===== src/rtl/vga_clear_sequencer.sv =====
// vga_clear_sequencer
// Generates the black clear-screen pixel stream for the VGA clear/regular mux
// and drives the mux select. A start pulse in IDLE sweeps the frame once,
// one pixel per clock in row-major order, then pulses done for one cycle.
//
// Optional build macro CLEAR_REGION_EN: adds regionX0/regionY0/regionX1/regionY1
// inputs, latched on an accepted start, restricting the sweep to that
// inclusive rectangle. An empty rectangle (X0>X1 or Y0>Y1) skips straight
// to DONE. Without the macro the full SCREEN_WIDTH x SCREEN_HEIGHT frame is swept.
module vga_clear_sequencer #(
    parameter int SCREEN_WIDTH = 160,
    parameter int SCREEN_HEIGHT = 120,
    parameter logic [2:0] CLEAR_COLOR = 3'b000
) (
    input  logic       clock,
    input  logic       reset,
    input  logic       start,
`ifdef CLEAR_REGION_EN
    input  logic [7:0] regionX0,
    input  logic [6:0] regionY0,
    input  logic [7:0] regionX1,
    input  logic [6:0] regionY1,
`endif
    output logic [7:0] xClear,
    output logic [6:0] yClear,
    output logic [2:0] colorClear,
    output logic       plotClear,
    output logic       sendClearOrRegular,
    output logic       busy,
    output logic       done
);

    // Last valid coordinates of the full frame, sized to the port widths so
    // the end-of-row / end-of-frame tests are explicit compares, not wraps.
    localparam logic [7:0] X_MAX = 8'(SCREEN_WIDTH - 1);
    localparam logic [6:0] Y_MAX = 7'(SCREEN_HEIGHT - 1);

    typedef enum logic [1:0] {
        IDLE  = 2'd0,
        CLEAR = 2'd1,
        DONE  = 2'd2
    } stateT;

    stateT state;

    // Rectangle requested at the moment start is accepted.
    logic [7:0] reqX0;
    logic [7:0] reqX1;
    logic [6:0] reqY0;
    logic [6:0] reqY1;
    logic       reqEmpty;

    // Rectangle bounds held for the duration of a sweep, so the region
    // inputs may change freely once the sweep has begun.
    logic [7:0] xFirstReg;
    logic [7:0] xLastReg;
    logic [6:0] yLastReg;

`ifdef CLEAR_REGION_EN
    assign reqX0 = regionX0;
    assign reqX1 = regionX1;
    assign reqY0 = regionY0;
    assign reqY1 = regionY1;
`else
    assign reqX0 = 8'd0;
    assign reqX1 = X_MAX;
    assign reqY0 = 7'd0;
    assign reqY1 = Y_MAX;
`endif

    assign reqEmpty = (reqX0 > reqX1) || (reqY0 > reqY1);

    // Sweep FSM: state, pixel counters and every output are registered here.
    always_ff @(posedge clock) begin
        if (reset) begin
            state              <= IDLE;
            xClear             <= 8'd0;
            yClear             <= 7'd0;
            colorClear         <= CLEAR_COLOR;
            plotClear          <= 1'b0;
            sendClearOrRegular <= 1'b1;
            busy               <= 1'b0;
            done               <= 1'b0;
            xFirstReg          <= 8'd0;
            xLastReg           <= X_MAX;
            yLastReg           <= Y_MAX;
        end else begin
            case (state)
                IDLE: begin
                    done       <= 1'b0;
                    colorClear <= CLEAR_COLOR;
                    if (start) begin
                        xFirstReg <= reqX0;
                        xLastReg  <= reqX1;
                        yLastReg  <= reqY1;
                        if (reqEmpty) begin
                            // Nothing to draw: report completion straight away.
                            state <= DONE;
                            done  <= 1'b1;
                        end else begin
                            state              <= CLEAR;
                            xClear             <= reqX0;
                            yClear             <= reqY0;
                            plotClear          <= 1'b1;
                            sendClearOrRegular <= 1'b0;
                            busy               <= 1'b1;
                        end
                    end
                end

                CLEAR: begin
                    // start is deliberately ignored while sweeping.
                    if (xClear == xLastReg) begin
                        if (yClear == yLastReg) begin
                            // Last pixel shown this cycle; hand the VGA back.
                            state              <= DONE;
                            xClear             <= 8'd0;
                            yClear             <= 7'd0;
                            plotClear          <= 1'b0;
                            sendClearOrRegular <= 1'b1;
                            busy               <= 1'b0;
                            done               <= 1'b1;
                        end else begin
                            xClear <= xFirstReg;
                            yClear <= yClear + 7'd1;
                        end
                    end else begin
                        xClear <= xClear + 8'd1;
                    end
                end

                DONE: begin
                    // Single-cycle completion pulse; start is not honoured here.
                    done  <= 1'b0;
                    state <= IDLE;
                end

                default: begin
                    state              <= IDLE;
                    xClear             <= 8'd0;
                    yClear             <= 7'd0;
                    plotClear          <= 1'b0;
                    sendClearOrRegular <= 1'b1;
                    busy               <= 1'b0;
                    done               <= 1'b0;
                end
            endcase
        end
    end

endmodule


===== config.mk =====
export PLATFORM = sky130hd
export DESIGN_NAME = vga_clear_sequencer
export DESIGN_NICKNAME = d
export VERILOG_FILES = /design/src/rtl/vga_clear_sequencer.sv
export SDC_FILE = /design/constraint.sdc
export NUM_CORES = 1
export LEC_CHECK = 0
export ABC_CLOCK_PERIOD_IN_PS = 3200
export CAP_MARGIN = 20
export CORE_ASPECT_RATIO = 1.4
export CORE_MARGIN = 2
export CORE_UTILIZATION = 52
export CTS_CLUSTER_SIZE = 8
export DETAILED_ROUTE_END_ITERATION = 12
export PLACE_DENSITY = 0.81
export SLEW_MARGIN = 20
export SYNTH_ARGS = -nofsm -noshare
export SYNTH_HDL_FRONTEND = slang
export SYNTH_SLANG_ARGS = --single-unit

===== constraint.sdc =====
create_clock -name clock -period 3.2 [get_ports clock]
set_input_delay 0.64 -clock clock [delete_from_list [all_inputs] [get_ports clock]]
set_output_delay 0.64 -clock clock [all_outputs]
set_load 0.01 [all_outputs]

==> results of run 1 <==
-- cell type report --
class | count | area share, %
repair buffers | 21 | 16.1
well taps | 21 | 2.01
flip-flops and latches | 20 | 30.6
inverters | 3 | 0.860
multi-input cells | 94 | 47.7
clock buffers | 4 | 2.77
-- kinds of logic (layout without fill, tap and decap cells) --
family | after synthesis | count (layout) | share of synthesized area, %
other | 1 | 3 | 0.346
AO/OA/AOI/OAI | 34 | 34 | 22.0
multiplexers | 1 | 1 | 0.925
AND/OR/NAND/NOR | 52 | 52 | 29.8
adder cells (fa/ha/maj) | 2 | 2 | 2.31
flip-flops | 20 | 20 | 37.0
buffers and inverters | 12 | 28 | 6.01
XOR/XNOR | 2 | 2 | 1.62
-- layer usage --
layer,GRT usage [%],vias to the layer above,share of wire (%)
met5,0,-,0
met3,2.18,6,3.3
met2,35.8,32,51
met4,12.5,0,2.2
li1,-,492,-
met1,29.2,489,43
-- registers in the layout (all words and copies together), names as in the netlist --
register	cells
busy	1
done	1
sendClearOrRegular	1
state	2
xClear	8
yClear	7
-- path summary, 6_finish.rpt --
check,cells after the start,startpoint,end
setup / recovery,1,xClear[5],xClear[5]
hold reg to reg,2,done,done
hold / removal,2,done,done
setup reg to reg,4,state[0],xClear[7]
-- worst register-to-register path, stage by stage, from the launching register on --
cell and delay [ns]:
dfxtp_1 0.59, nor2b_1 0.60, o21a_1 0.28, o21ai_1 0.08
a311oi_1 0.24
-- stage by stage --
stage | worst slack (ns) | power [mW] | util, % | std cells
after floorplan | 1.48 | 0.314 | - | 126
after global placement | 0.943 | 0.330 | 64.5 | 159
after detailed placement | 0.908 | 0.333 | 64.5 | 159
after CTS | 1.16 | 0.478 | 66.3 | 163
after global routing | 1.09 | 0.496 | 66.3 | 163
final | 1.17 | 0.473 | 66.3 | 163
-- power by group --
part / internal, mW / leakage [nW] / total (mW) / switching (mW)
Clock: 0.0695 / 0.0210 / 0.146 / 0.0761
Sequential: 0.256 / 0.162 / 0.264 / 0.00846
Combinational: 0.0289 / 0.275 / 0.0633 / 0.0344
Total: 0.354 / 0.459 / 0.473 / 0.119
-- cells in the final DEF, fill, tap and decap left out, types with 3 or more instances in the layout --
cell type,n
conb_1,3
nor3_1,5
a311oi_1,3
o21ai_1,3
a21oi_1,10
dfxtp_1,20
nor2_1,12
nand2_1,6
clkbuf_4,3
inv_1,3
nand3_1,6
o21ai_0,3
clkdlybuf4s50_1,21
==> summary.txt, run 1 <==
Route
  • DRC: 0
  • WL per Instance: about 15 um
  • Vias: roughly 1000
  • Antenna-violating nets left: 0
  • Total Wirelength: approximately 2400 um
  • Initial DRT Pass Iterations: 4
  • Iteration-0 DRC Markers: 28
  • Vias/cell: roughly 6.3

Synthesis
  • #FFs+latches synth: 20
  • Yosys cell types: 48
  • Top FF cell, synth: dfxtp_1
  • Top cells by count, synth: dfxtp_1, nor2_1, a21oi_1
  • Yosys warnings: 0
  • Post-Synthesis Mean Instance Area: 8.73 sq um
  • EDFF count, synth: 0
  • Mapped Area: 1080 sq um
  • Asr flop ratio synth: 0%
  • Gate Count Post-Synth: ~120
  • Post-synthesis sequential area ratio: around 37%
  • Area share of the largest cell type after synthesis: between 30% and 40%
  • Synth area leaders: dfxtp_1, a21oi_1, nor2_1
  • Most frequent cell after synthesis: dfxtp_1
  • Synth area leader: dfxtp_1

Layout
  • Share of layout cells above drive strength 1: 10.6%
  • Fillers: 183
  • N_diodes: 0
  • Layout net count: 148
  • Layout area overhead: 20.9%
  • Sequential cell area: ~400 sq um
  • Area occupied by multi-input gates: 624 sq um
  • Final non-filler cell area: 1310 sq um

Timing
  • Final min period: about 2 ns
  • Final Setup Violations: 0
  • Fmax achieved: between 400 and 500 MHz
  • Fin Hold WS: approximately 0.49 ns
  • Slew HR: between 50% and 60%
  • Hold violation total from the final report: 0
  • Slew Viols, Final: 0
  • Final Cycle Share: a little under two thirds
  • Final Skew: 0.00386 ns
  • RSZ-0062 raised after global routing: false
  • Slew @ Worst Pin: around 0.68 ns
  • Post-route setup TNS: 0 ns

Clock network
  • CTS root buf: clkbuf_4
  • Clk_lat worst skew: approximately 0.30 ns
  • CTS tree: built
  • Hold-fix buffers, CTS: 0
  • Post-CTS Setup Inserts: 0
  • Num CTS Buffers: 3
  • CTS Buffer Depth: 2
  • Clock transition at path regs: about 0.11 ns
  • Post-CTS Resized: 0
  • H-tree Lvls: 1
  • # clock sinks: 20

Critical path
  • Critical path class: register to output port
  • Worst setup SP type: register
  • Critical-path cell list: clkdlybuf4s50_1
  • Reg-to-reg slack, setup: 1.31 ns
  • Crit path max fanout: 9
  • Arrival time at the worst endpoint: 1.39 ns
  • WP buf/inv: 1
  • Required @ worst endpoint: 2.56 ns
  • Worst path slowest cell: clkdlybuf4s50_1
  • Largest delay contributor family on the critical path: buffers and inverters
  • Critical Path End Type: output port
  • Slowest stage delay, CP: approximately 0.59 ns

Placement
  • Area after DPL: between 1000 and 1500 sq um
  • PortBufs: 21
  • Gpl congestion: a little under 0.9
  • HPWL Detailed: between 1500 and 2000 um

Pwr
  • Worst vdd ir: between 200 and 300 uV
  • Power per standard cell area: 361 nW/um^2
  • Leak Pwr: 0.459 nW

Floorplan
  • I/O pin count: 25
  • Chip height: around 58 um
  • Site row count: 19
  • Die X: roughly 43 um
  • Initial core utilization: 54.9%
  • Area of the core: 1970 sq um
  • Die area: about 2500 sq um

Global route
  • Final global-route overflow total: 0
  • Initial antenna violation count: 0
  • Largest net degree at the start of global routing: 19
  • First-pass GRT wire length: 4190 um
  • Total GRT Usage: about 22%
  • Vias in the first global route: just over 900

Hold path
  • Hold crit path type: register to register

Status
  • Outcome: completed

Job
  • Max_cap viols: 0
No activity file was read; power rests on OpenSTA's default activity.
==> inputs of run 2 (changes only) <==
ABC_CLOCK_PERIOD_IN_PS = 1810   (was 3200)
CORE_UTILIZATION = 44   (was 52)
PLACE_DENSITY = 0.72   (was 0.81)
clock period = 1.81 ns   (was 3.2 ns; I/O delays follow)
==> run 2 against run 1 <==
Clock-buffer cell count is 1 lower. Sequential share of layout area is 2.1 points lower. Critical path depth stayed put. Sequential power is 75% higher. Worst hold slack better by 0.0057 ns. Combinational power is 110% higher. Highest routed layer unchanged.
==> summary.txt, run 2 (synthesis gave the netlist of run 1 again) <==
Status
  • Outcome: completed

Clock network
  • Num CTS Buffers: 3
  • Clk_lat worst skew: just over 0.3 ns
  • Hold-fix buffers, CTS: 0
  • CTS tree: built
  • H-tree Lvls: 1
  • CTS Buffer Depth: 2
  • # clock sinks: 20
  • Post-CTS Setup Inserts: 0
  • CTS root buf: clkbuf_4
  • Clock transition at path regs: approximately 0.12 ns

Route
  • Vias: ~1000
  • Antenna-violating nets left: 0
  • WL per Instance: approximately 15 um
  • Total Wirelength: ~2500 um
  • Iteration-0 DRC Markers: 25
  • Initial DRT Pass Iterations: 4
  • Vias/cell: slightly below 6
  • DRC: 0

Placement
  • PortBufs: 21
  • HPWL Detailed: 1880 um
  • Gpl congestion: around 0.88
  • Placed instance count: about 170

Layout
  • Final Util: 59.5%
  • Most flops, register: xClear
  • Commonest cells after routing, fill and taps aside: clkdlybuf4s50_1, dfxtp_1, nor2_1, a21oi_1, buf_4
  • Fillers: around 220
  • Top Registers: xClear (8), yClear (7), state (2)
  • Layout net count: ~160
  • Max reg flops: 8
  • Most common cell after layout, fill and taps aside: clkdlybuf4s50_1
  • Share of layout cells above drive strength 1: around 17%
  • Layout area overhead: 30.1%
  • N_diodes: 0
  • Final std cells w/o fill: roughly 180

Floorplan
  • I/O pin count: 25
  • Die X: between 40 and 50 um
  • Initial core utilization: between 40 and 50%
  • Die area: roughly 2900 sq um
  • Site row count: 21
  • Chip height: about 63 um
  • Area of the core: 2360 sq um

Timing
  • Final Cycle Share: 97.1%
  • Fin Hold WS: between 0.4 and 0.5 ns
  • Hold violation total from the final report: 0
  • Fmax achieved: approximately 570 MHz
  • Final min period: around 1.8 ns
  • Slew Viols, Final: 0
  • RSZ-0062 raised after global routing: true
  • Final Skew: about 0.011 ns
  • Final Setup Violations: 0

Hold path
  • Min-delay src: done
  • Hold crit path type: register to register
  • Min-Delay Endpoint: done
  • Hold Path Stages: 2

Critical path
  • Arrival time at the worst endpoint: roughly 1.4 ns
  • Critical path class: register to output port
  • Critical-path cell list: clkdlybuf4s50_1
  • Reg-to-reg endpoint: yClear[0]
  • Worst setup SP type: register
  • Required @ worst endpoint: 1.45 ns
  • Reg-to-reg slack, setup: 0.10 ns
  • Critical Path End Type: output port
  • WP buf/inv: 1
  • Worst path slowest cell: clkdlybuf4s50_1
  • Slowest stage delay, CP: 0.59 ns
  • Largest delay contributor family on the critical path: buffers and inverters
  • Crit path max fanout: 7
  • Reg2reg start: xClear[1]
  • Reg2Reg Depth: 5

Global route
  • Total GRT Usage: between 10% and 20%
  • Final global-route overflow total: 0
  • Initial antenna violation count: 0
  • Met1 usage: approximately 25%
  • Vias in the first global route: 1008
  • Largest net degree at the start of global routing: 13
  • Global Route met2 Usage: 30.7%
  • First-pass GRT wire length: approximately 4300 um
  • GR Util met3: approximately 2.6%
  • Grt peak-use layer: met2

Pwr
  • Tot Pwr: 0.964 mW
  • Worst vdd ir: between 500 and 600 uV
  • Leak Pwr: around 0.52 nW
  • Power per standard cell area: ~700 nW/um^2

Job
  • Max_cap viols: 0
[run 2: stage by stage]
stage | area (sq um) | TNS (ns) | worst slack [ns]
floorplan | 1090 | 0 | 0.0884
global placement | 1350 | -0.165 | -0.0821
detailed placement | 1350 | -0.388 | -0.133
CTS | 1400 | 0 | 0.0628
global route | 1410 | -0.0225 | -0.0102
finish | 1410 | 0 | 0.0532
[run 2: where the power goes]
part / internal, mW / total (mW) / switching [mW]
clock network: 0.224 / 0.367 / 0.143
registers: 0.452 / 0.463 / 0.0110
logic: 0.0663 / 0.134 / 0.0674
[run 2: cell type report]
cell class                 instances  area, sq um  share of cell area [%]
clock buffer                       3         22.5                    1.60
clock inverter                     1         30.0                    2.13
inverter                           3         11.3                   0.800
multi-input combinational         94          629                    44.7
sequential                        20          400                    28.4
timing repair buffer              31          285                    20.3
tap                               23         28.8                    2.04
[run 2: worst max-delay path by stage]
stage	start	endpoint	slack (ns)	depth (start not counted)
floorplan	xClear[0]	yClear[5]	0.09	5
CTS	xClear[5]	xClear[5]	0.06	1
detailed placement	start	yClear[5]	-0.13	5
global placement	start	yClear[5]	-0.08	5
global route	xClear[1]	yClear[4]	-0.01	5
finish	xClear[3]	xClear[3]	0.05	1
[run 2: what timing repair did]
| item | in CTS | in global routing |
|---|---|---|
| hold endpoints to repair | 0 | 0 |
| gates resized for setup | 0 | 1 |
| setup endpoints to repair | 0 | 4 |
[run 2: layer usage]
| metal | share of wire [%] | up-vias |
|---|---|---|
| met5 | 0 | - |
| met4 | 1.2 | 0 |
| met3 | 3.1 | 4 |
| met2 | 52 | 28 |
| met1 | 43 | 500 |
| li1 | - | 510 |
==> patch: new RTL, flow settings as in run 2 <==
Reset style: asynchronous (`reset`), changed in one clocked block.
--- a/src/rtl/vga_clear_sequencer.sv
+++ b/src/rtl/vga_clear_sequencer.sv
@@ -72,5 +72,5 @@
 
     // Sweep FSM: state, pixel counters and every output are registered here.
-    always_ff @(posedge clock) begin
+    always_ff @(posedge clock or posedge reset) begin
         if (reset) begin
             state              <= IDLE;
Behaviour: differs if reset is asserted again (counterexample within 4 cycles, from zero or initial values and one cycle with reset high); with reset held inactive, the same outputs for 10 cycles.
==> patch against run 2 <==
- area after synthesis decreased by 0.23%
- fmax increased by 1.2%
- sequential cell count unchanged
- cell count decreased by 6.9%
- wire length decreased by 10%
- design area decreased by 2.0%
- worst setup slack improved by 20 ps
- largest cell class unchanged
Power is not compared: it rests on default switching activity, and its combinational part moved more than twofold at a synthesized area within 25%.
==> patch: results (changes against run 2) <==
* Status: finished, final reports clean (unchanged)
* Clk cell area share at 0.01906 (was 0.03733)
* Seq/Total Area, Yosys at 0.4647 (was 0.3699)
* Syn Inst Count at 110 (was 124)
* Delay-heaviest family, CP: flip-flops (was buffers and inverters)
* Crit-path max cell delay at 540 ps (was 590 ps)
* GR Util All Layers at 0.1848 (was 0.1930)
* Fin nets at 146 (was 158)
* Critical R2R Launch: yClear[0]$_DFFE_PP0P_ (was xClear[1]$_SDFFE_PP0P_)
* Non-clk buf share at 0.2069 (was 0.2027)
* Pre-CTS setup slack at -16.07 ps (was -132.7 ps)
* Reg2Reg Depth at 6 (was 5)
* FFs w/ async S/R, synth at 1.000 (was 0)
* Placement Cell Area at 0.001353 mm² (was 0.001350 mm²)
* Synth area leaders: dfrtp_1 44%, o21ai_0 6.5%, buf_4 4.2% (was dfxtp_1 37%, a21oi_1 4.6%, nor2_1 4.2%)
* Reg2Reg Setup Slack at 130 ps (was 100 ps)
* Hold_ws at 367.8 ps (was 498.3 ps)
* Fin area at 0.001379 mm² (was 0.001408 mm²)
* Layout cells sized above 1 at 0.1500 (was 0.1711)
* Final Wtd Congestion at 0.8370 (was 0.8777)
* Initial DRC count at 13 (was 25)
* Number of global-route vias before repair at 892 (was 1008)
* Reg-to-Reg End: yClear[5]$_DFFE_PP0P_ (was yClear[0]$_SDFFE_PP0P_)
* Area of the multi-input gates at 525.5 µm² (was 629.4 µm²)
* Sequential cell area share at 0.3639 (was 0.2844)
* Critical Path Source: sendClearOrRegular$_DFFE_PP1P_ (was xClear[3]$_SDFFE_PP0P_)
* Dominant synthesized flop cell: dfrtp_1 (was dfxtp_1)
* Largest net degree at the start of global routing at 21 (was 13)
* Via count at 928 (was 1042)
* Fill count at 207 (was 223)
* #MultiIn Comb at 82 (was 94)
* Sequential cells at 20 (unchanged)
* Die footprint at 0.002872 mm² (was 0.002878 mm²)
* Worst setup endpoint: sendClearOrRegular (was xClear[3])
* Post-Route WL at 2284 µm (was 2542 µm)
* # clk buffers at 4 (was 3)
* Final worst path period share at 0.9593 (was 0.9706)
* Crit-path slowest cell: dfstp_2 (was clkdlybuf4s50_1)
* Critical Path AT at 1370 ps (was 1390 ps)
[patch: changes by cell type after synthesis, sizes merged, moves of 3 or more]
cell	delta
xor2	+3
dfxtp	-20
dfrtp	+19
nand2	+4
a311oi	-3
o21ai	+8
nor3	-4
a21oi	-10
[patch: per-layer routing]
layer  routed length [µm]  GRT usage  part of all wire  up-vias
met4                   79     0.1000             0.035        0
met3                   55    0.02601             0.024        8
met1                 1010     0.2301              0.44      452
met5                    0          0                 0        -
li1                     -          -                 -      447
met2                 1138     0.2934              0.50       21
[patch: cells by family after synthesis]
logic type	count (synthesis)	share of synthesized area
compound gates	29	0.1970
xor+xnor	4	0.03244
fa+ha+maj	2	0.02317
buf+inv	10	0.05561
flops	20	0.4647
mux	1	0.009270
other cells	1	0.003473
simple gates	43	0.2144
[patch: power by group]
group	internal [mW]	leakage, nW	switching (mW)
logic	0.227	0.332	0.158
registers	0.530	0.251	0.113
clock network	0.0859	0.0150	0.139
